--- config.mk ---
export PLATFORM = sky130hd
export DESIGN_NAME = pipe_decode
export DESIGN_NICKNAME = d
export VERILOG_FILES = /design/src/rtl/pipe_decode.sv
export SDC_FILE = /design/constraint.sdc
export NUM_CORES = 1
export LEC_CHECK = 0
export CELL_PAD_IN_SITES_DETAIL_PLACEMENT = 0
export CELL_PAD_IN_SITES_GLOBAL_PLACEMENT = 1
export CORE_MARGIN = 3
export CORE_UTILIZATION = 30
export DETAILED_ROUTE_END_ITERATION = 16
export GPL_ROUTABILITY_DRIVEN = 0
export GPL_TIMING_DRIVEN = 0
export PLACE_DENSITY_LB_ADDON = 0.25
export SLEW_MARGIN = 20
export SYNTH_ARGS = -nofsm -noshare
export SYNTH_HDL_FRONTEND = slang
export SYNTH_SLANG_ARGS = --single-unit
--- constraint.sdc ---
create_clock -name clk -period 3.9 [get_ports clk]
set_input_delay 0.78 -clock clk [delete_from_list [all_inputs] [get_ports clk]]
set_output_delay 0.78 -clock clk [all_outputs]
set_load 0.05 [all_outputs]
--- src/rtl/pipe_decode.sv ---
// pipe_decode: single-stage instruction decoder with valid/ready output,
// register scoreboard for RAW/WAW hazards, halt latch and pipeline flush.
module pipe_decode #(
    parameter int IMM_W  = 16,
    parameter int DATA_W = 32,
    parameter bit SEXT   = 1'b1,
    parameter bit SB_EN  = 1'b1
) (
    input  logic              clk,
    input  logic              rst,
    input  logic              in_valid,
    output logic              in_ready,
    input  logic [31:0]       instr,
    input  logic              flush,
    input  logic              wb_valid,
    input  logic [3:0]        wb_rd,
    output logic              out_valid,
    input  logic              out_ready,
    output logic [1:0]        op_class,
    output logic              special,
    output logic              set_flags,
    output logic [2:0]        alu_fn,
    output logic [3:0]        sub_op,
    output logic [3:0]        br_cond,
    output logic [3:0]        rd,
    output logic [3:0]        rs1,
    output logic [3:0]        rs2,
    output logic [DATA_W-1:0] imm_ext,
    output logic              reg_write,
    output logic              rd_rs1,
    output logic              rd_rs2,
    output logic              is_halt,
    output logic              halted
);

    typedef struct packed {
        logic [1:0]        opClass;
        logic              special;
        logic              setFlags;
        logic [2:0]        aluFn;
        logic [3:0]        subOp;
        logic [3:0]        brCond;
        logic [3:0]        rd;
        logic [3:0]        rs1;
        logic [3:0]        rs2;
        logic [DATA_W-1:0] imm;
        logic              regWrite;
        logic              rdRs1;
        logic              rdRs2;
        logic              isHalt;
    } decT;

    decT               dec;
    decT               outQ;
    logic              outValidQ;
    logic              haltedQ;
    logic [15:0]       pend;
    logic              hazard;
    logic              stall;
    logic              accept;
    logic [IMM_W-1:0]  immRaw;
    logic [DATA_W-1:0] immExt;

    assign immRaw = instr[IMM_W-1:0];
    assign immExt = SEXT ? {{(DATA_W-IMM_W){immRaw[IMM_W-1]}}, immRaw}
                         : {{(DATA_W-IMM_W){1'b0}}, immRaw};

    // Decode the incoming word; class selects register usage
    always_comb begin
        dec          = '0;
        dec.opClass  = instr[31:30];
        dec.special  = instr[29];
        dec.subOp    = instr[28:25];
        dec.setFlags = instr[28];
        dec.aluFn    = instr[27:25];
        dec.rd       = instr[24:21];
        dec.rs1      = instr[20:17];
        dec.rs2      = instr[16:13];
        dec.imm      = immExt;
        dec.isHalt   = (instr[31:25] == 7'b1101000);
        unique case (instr[31:30])
            2'b11: begin
                dec.brCond   = instr[24:21];
                dec.rd       = 4'd0;
                dec.regWrite = 1'b0;
                dec.rdRs1    = 1'b1;
                dec.rdRs2    = 1'b1;
            end
            2'b10: begin
                dec.rs2      = 4'd0;
                dec.rdRs1    = 1'b1;
                dec.regWrite = ~instr[28];
                dec.rdRs2    = instr[28];
            end
            2'b01: begin
                dec.regWrite = 1'b1;
                dec.rdRs1    = 1'b1;
                dec.rdRs2    = 1'b1;
            end
            2'b00: begin
                dec.rs2      = 4'd0;
                dec.regWrite = 1'b1;
                dec.rdRs1    = 1'b1;
                dec.rdRs2    = 1'b0;
            end
        endcase
    end

    assign hazard = (dec.rdRs1 & pend[dec.rs1])
                  | (dec.rdRs2 & pend[dec.rs2])
                  | (dec.regWrite & pend[dec.rd]);
    assign stall    = SB_EN & in_valid & hazard;
    assign in_ready = rst & ~flush & ~haltedQ & ~stall
                    & (~outValidQ | out_ready);
    assign accept   = in_valid & in_ready;

    // Output stage: load on accept, drop valid once consumed
    always_ff @(posedge clk or negedge rst) begin
        if (!rst) begin
            outValidQ <= 1'b0;
            outQ      <= '0;
            haltedQ   <= 1'b0;
        end else if (flush) begin
            outValidQ <= 1'b0;
            haltedQ   <= 1'b0;
        end else begin
            if (accept) begin
                outValidQ <= 1'b1;
                outQ      <= dec;
            end else if (out_ready) begin
                outValidQ <= 1'b0;
            end
            if (accept && dec.isHalt) begin
                haltedQ <= 1'b1;
            end
        end
    end

    if (SB_EN) begin : gSb
        logic [15:0] setMask;
        logic [15:0] clrMask;

        // One-hot set/clear masks for this cycle
        always_comb begin
            setMask = '0;
            clrMask = '0;
            if (accept && dec.regWrite) setMask[dec.rd] = 1'b1;
            if (wb_valid)               clrMask[wb_rd]  = 1'b1;
        end

        // Pending bits; a same-cycle set overrides the clear
        always_ff @(posedge clk or negedge rst) begin
            if (!rst) begin
                pend <= '0;
            end else if (flush) begin
                pend <= '0;
            end else begin
                pend <= (pend & ~clrMask) | setMask;
            end
        end
    end else begin : gNoSb
        assign pend = '0;
    end

    assign out_valid = outValidQ;
    assign halted    = haltedQ;
    assign op_class  = outQ.opClass;
    assign special   = outQ.special;
    assign set_flags = outQ.setFlags;
    assign alu_fn    = outQ.aluFn;
    assign sub_op    = outQ.subOp;
    assign br_cond   = outQ.brCond;
    assign rd        = outQ.rd;
    assign rs1       = outQ.rs1;
    assign rs2       = outQ.rs2;
    assign imm_ext   = outQ.imm;
    assign reg_write = outQ.regWrite;
    assign rd_rs1    = outQ.rdRs1;
    assign rd_rs2    = outQ.rdRs2;
    assign is_halt   = outQ.isHalt;

endmodule

==> flow_summary.yaml, run 1 <==
cts:
  clk_pin_slew_worst_paths_ps: 80
  clockRootBuffer: "clkbuf_8"
  cts-htree-levels: 3
  cts_tree: "built"
  clock_sinks: 61
  clock_latency_ps: 350
  cts_made_buffers: 9
  post_cts_buffers: 0
  clock_path_buffers: 2
  hold_buffers: 0
critical_path:
  crit_arrival_ps: 2960
  r2r_start: "pend[8]"
  start_kind: "input port"
  crit_family: "multiplexers"
  regToRegSetupSlack_ps: 1410
  end_kind: "primary output"
  ff2ff_path_depth: 8
  rr_endpoint: "pend[6]"
  startpoint: "instr[17]"
  worstPathCellList: "clkdlybuf4s50_1 > mux4_2 > mux2i_1 > mux2i_1 > a31oi_4 > nand2_1 > a21boi_1 > buf_4"
  slowest_stage: "clkdlybuf4s50_1"
  critPathMaxStageDelay_ps: 600
  cp_max_fo: 5
  crit_buf_inv: 2
  cp_data_required_time_ps: 3120
  crit_top_cell: "mux2i_1"
  path_class: "in2out"
detailed_routing:
  vias_per_cell: 4.95
  ant_nets: 0
  drtIter0Drc: 86
  drc_errors: 0
  wl_per_cell_um: 16.9
  drt_pre_antenna_iters: 4
  vias: 2752
  drt-total-wl_mm: 9.41
floorplanning:
  start_util: 0.314
  die_area_um2: 12400
  fp-row-count: 37
  io_pins: 108
  die_h_um: 111
  coreArea_um2: 10600
  die-width_um: 111
sta:
  rsz0062_at_grt: "no"
  final.setup.worst_slack_ps: 157
  finalSetupViolations: 0
  setup-tns-final_ps: 0
  worst_pin_slew_ps: 544
  relSlewSlack: 0.636
  skew_ps: 11.6
  max_freq_ghz: 0.267
  fin_crit_sh: 0.960
  maxSlewViolCount: 0
  finalCriticalPeriod_ps: 3740
  hold_viol_final: 0
logic_synthesis:
  ys_seq_elements: 61
  synthAdderAreaFrac: 0
  synth.area.mux_share: 0.212
  synth_top_flop_cell: "dfrtp_1"
  syn_avg_cell_area_um2: 11.1
  synthSimpleGateAreaFrac: 0.120
  synth_edf_count: 0
  synth_top_area_share: 0.460
  synth_cell_type_count: 46
  synthMostInstantiatedCell: "dfrtp_1"
  synth_area_um2: 3320
  netlist_top_cells_area: "dfrtp_1 46%, mux2_2 12%, mux2i_1 4.8%"
  ys_warn_count: 0
  synth-async-reset-ratio: 1.00
  synth_top_family_by_area: "multiplexers"
  synth_commonest_cells: "61 x dfrtp_1, 34 x mux2_2, 21 x buf_4, 21 x o21ai_0, 16 x mux2i_1"
  syn-num-nets: 342
  synth-compound-area-share: 0.118
  synth_xor_area_frac: 0
  seq_area_frac_synth: 0.460
  netlist_instances: 300
  synth_top_area_cell: "dfrtp_1"
status:
  status: "finished clean"
place:
  post-place-ws_ps: -641
  place_inst: 540
  placement.io_buffers: 103
  dp.final_hpwl_mm: 7.14
grt:
  gr-total-overflow: 0
  grt_use_met3: 0.0480
  grt.met2_usage: 0.242
  grt_pass1_wl_mm: 15.2
  antenna_found_initial: 0
  grt_max_degree: 40
  grt.met1_usage: 0.211
  grt_pass1_vias: 2728
  track_usage: 0.155
  busiest_layer: "met2"
pwr:
  power.total_w: 0.00286
  ir_drop_mv: 0.302
  cellPowerDensity_nw_per_um2: 602
  p_leak_nw: 2.06
layout:
  areaGrowthSynthToFinish_pct: 42.9
  final_layout_size_suffix_gt1_frac: 0.229
  final_nets: 457
  final_cells: 556
  n_antenna_cell: 0
worst_hold_path:
  min_path_type: "in2async"
flow_run:
  max_cap_violations: 0
final cells by class:
class | instances | area [um^2]
Clock inverter | 7 | 76.3
Timing Repair Buffer | 104 | 1050
Sequential cell | 61 | 1530
Multi-Input combinational cell | 187 | 1500
Clock buffer | 9 | 124
Inverter | 14 | 52.6
Buffer | 38 | 250
Tap cell | 136 | 170
Fill cell | 1051 | 5810
stage by stage:
stage | util | cell area (um^2) | hold WS [ps]
2_1_floorplan | - | 3320 | 484
3_3_place_gp | 0.428 | 4520 | 455
3_5_place_dp | 0.430 | 4540 | 458
4_1_cts | 0.449 | 4730 | 332
5_1_grt | 0.449 | 4740 | 337
6_report | 0.449 | 4740 | 329
kinds of logic after synthesis:
group / after synthesis
buffers and inverters: 52
flip-flops: 61
AO/OA/AOI/OAI: 58
multiplexers: 57
AND/OR/NAND/NOR: 72
flip-flops by register name, summed over array words and instances (netlist names), 2 cells and up:
signal / cells
op_class: 2
rs2: 4
pend: 16
imm_ext: 16
rd: 4
alu_fn: 2
rs1: 4
br_cond: 4
repair_timing:
action	CTS	global route
setup endpoints to repair	1	1
endpoints found under the hold margin	0	0
resized for setup	9	7
worst max path at each step:
stage / cells past startpoint / slack (ps) / endpoint
global placement: 4 / -1860 / in_ready
finish: 8 / 160 / in_ready
floorplan: 6 / 20 / in_ready
global route: 8 / 4 / in_ready
detailed placement: 8 / -640 / in_ready
CTS: 9 / 40 / in_ready
routing by layer:
layer,vias up,wire length (um)
met1,1340,4110
li1,1296,-
met2,105,4470
met4,0,134
met3,11,697
met5,-,0
power by group:
part | internal (W) | switching, W
Clock | 0.000297 | 0.000273
Sequential | 0.000759 | 0.0000754
Combinational | 0.000540 | 0.000912
layout by cell type (no fill, tap or decap), types with 13 or more instances in the layout:
cell	n
inv_1	14
mux2_2	34
buf_4	23
nor2b_1	13
clkdlybuf4s50_1	99
mux2i_1	16
o21ai_0	21
nand2_1	14
dfrtp_1	61
No activity file was read; power rests on OpenSTA's default activity.
==> run 2, diff against run 1 <==
- CORE_UTILIZATION: 30 -> 38
==> run 2 against run 1 <==
Net effect:
- first-iteration DRC count rose by 88%
- register-to-register slack barely moved
- via count fell by 0.73%
- flip-flop and latch count did not move
- combinational power barely moved
- non-clock buffer count did not move
- sequential share of layout area rose by 0.28 points
- total power barely moved
- sequential power barely moved
- core utilization rose by 11 points
- cell count fell by 5.6%
- critical endpoint unchanged
- largest cell class unchanged
==> flow_summary.yaml, run 2 (synthesized netlist as in run 1, its figures left out) <==
grt:
  track_usage: 0.185
  grt.met2_usage: 0.300
  grt_max_degree: 44
  grt_pass1_vias: 2714
  gr-total-overflow: 0
  grt.met1_usage: 0.243
  grt_use_met3: 0.0491
  grt_pass1_wl_mm: 14.2
  busiest_layer: "met2"
  antenna_found_initial: 0
place:
  dp.final_hpwl_mm: 6.76
  postPlaceCellArea_um2: 4500
  post-place-ws_ps: -488
  placement.io_buffers: 103
  place_inst: 509
floorplanning:
  fp-row-count: 33
  io_pins: 108
  die_h_um: 99.4
  die-width_um: 99.4
  coreArea_um2: 8340
  start_util: 0.398
  die_area_um2: 9890
critical_path:
  cp_max_fo: 10
  crit_arrival_ps: 3000
  end_kind: "primary output"
  path_class: "in2out"
  start_kind: "input port"
  cp_data_required_time_ps: 3120
pwr:
  p_leak_nw: 2.06
  ir_drop_mv: 0.371
  switchingPower_w: 0.00126
  seqPwrFrac: 0.293
  clock_power_share: 0.200
  cellPowerDensity_nw_per_um2: 607
  p_comb_frac: 0.508
  p_int_w: 0.00160
  swShare: 0.441
detailed_routing:
  vias: 2732
  ant_nets: 0
  drc_errors: 0
  wl_per_cell_um: 17.0
  drtIter0Drc: 162
  drt_pre_antenna_iters: 4
  vias_per_cell: 5.20
  drt-total-wl_mm: 8.91
layout:
  post-route-util: 0.564
  final_cells: 525
  fin_area_um2: 4700
  final_layout_size_suffix_gt1_frac: 0.224
  areaGrowthSynthToFinish_pct: 41.7
  final_nets: 457
  layout_common_cells: "99 x clkdlybuf4s50_1, 61 x dfrtp_1, 34 x mux2_2"
  n_antenna_cell: 0
  layout.cells.most_common: "clkdlybuf4s50_1"
cts:
  clockRootBuffer: "clkbuf_8"
  clk_pin_slew_worst_paths_ps: 70
  clock_latency_ps: 350
  cts_tree: "built"
  hold_buffers: 0
  post_cts_buffers: 0
  clock_path_buffers: 2
  cts-htree-levels: 3
  cts_made_buffers: 9
  clock_sinks: 61
sta:
  setup-tns-final_ps: 0
  hold_viol_final: 0
  worst_pin_slew_ps: 535
  skew_ps: 10.3
  finalSetupViolations: 0
  maxSlewViolCount: 0
  rsz0062_at_grt: "no"
  max_freq_ghz: 0.264
  final.setup.worst_slack_ps: 117
  finalCriticalPeriod_ps: 3780
  fin_crit_sh: 0.970
  relSlewSlack: 0.642
worst_hold_path:
  min_path_type: "in2async"
status:
  status: "finished clean"
flow_run:
  max_cap_violations: 0
-- run 2: stage by stage --
step / hold WS [ps] / total power (W)
final: 304 / 0.00286
after global routing: 314 / 0.00298
after CTS: 301 / 0.00289
after detailed placement: 459 / 0.00231
after global placement: 452 / 0.00229
after floorplan: 484 / 0.00181
-- run 2: worst paths after layout --
kind | from | to | slack, ps | depth (start not counted)
min | rst | imm_ext[11] | 300 | 1
min reg2reg | rd_rs1 | rd_rs1 | 480 | 1
min in group clk | rd_rs1 | rd_rs1 | 480 | 1
max | instr[30] | in_ready | 120 | 9
max reg2reg | pend[15] | pend[6] | 1420 | 8
max in group asynchronous | rst | pend[2] | 3080 | 2
-- run 2: layout make-up --
class,count,area (um^2)
plain buffers,38,246
clock buffers,9,124
clock inverters,7,75.1
fillers,745,3640
inverters,14,52.6
multi-input cells,187,1490
flip-flops and latches,61,1530
well taps,105,131
repair buffers,104,1050
-- run 2: worst max-delay path, stage by stage --
cell and delay [ps]:
clkdlybuf4s50_1 520, clkbuf_1 340, o21a_1 380, a31oi_1 80, o211a_1 170, a31oi_4 240
nand2_1 70, a21boi_0 200, buf_4 230
-- run 2: power groups by stage --
stage          logic, W  registers (W)  clock network, W
3_3_place_gp    0.00145       0.000842                 0
3_5_place_dp    0.00146       0.000851                 0
2_1_floorplan  0.000512        0.00130                 0
4_1_cts         0.00146       0.000838          0.000587
5_1_grt         0.00151       0.000855          0.000611
6_report        0.00145       0.000836          0.000570
-- run 2: routing by layer --
metal	share of wire	wire length, um
met3	0.077	689
met2	0.48	4270
met1	0.43	3850
met4	0.011	100
met5	0	0
-- run 2: repair_timing --
| action | 4_1_cts | 5_1_grt |
|---|---|---|
| endpoints found under the setup margin | 1 | 1 |
| resized for setup | 6 | 6 |
| hold endpoints to repair | 0 | 0 |
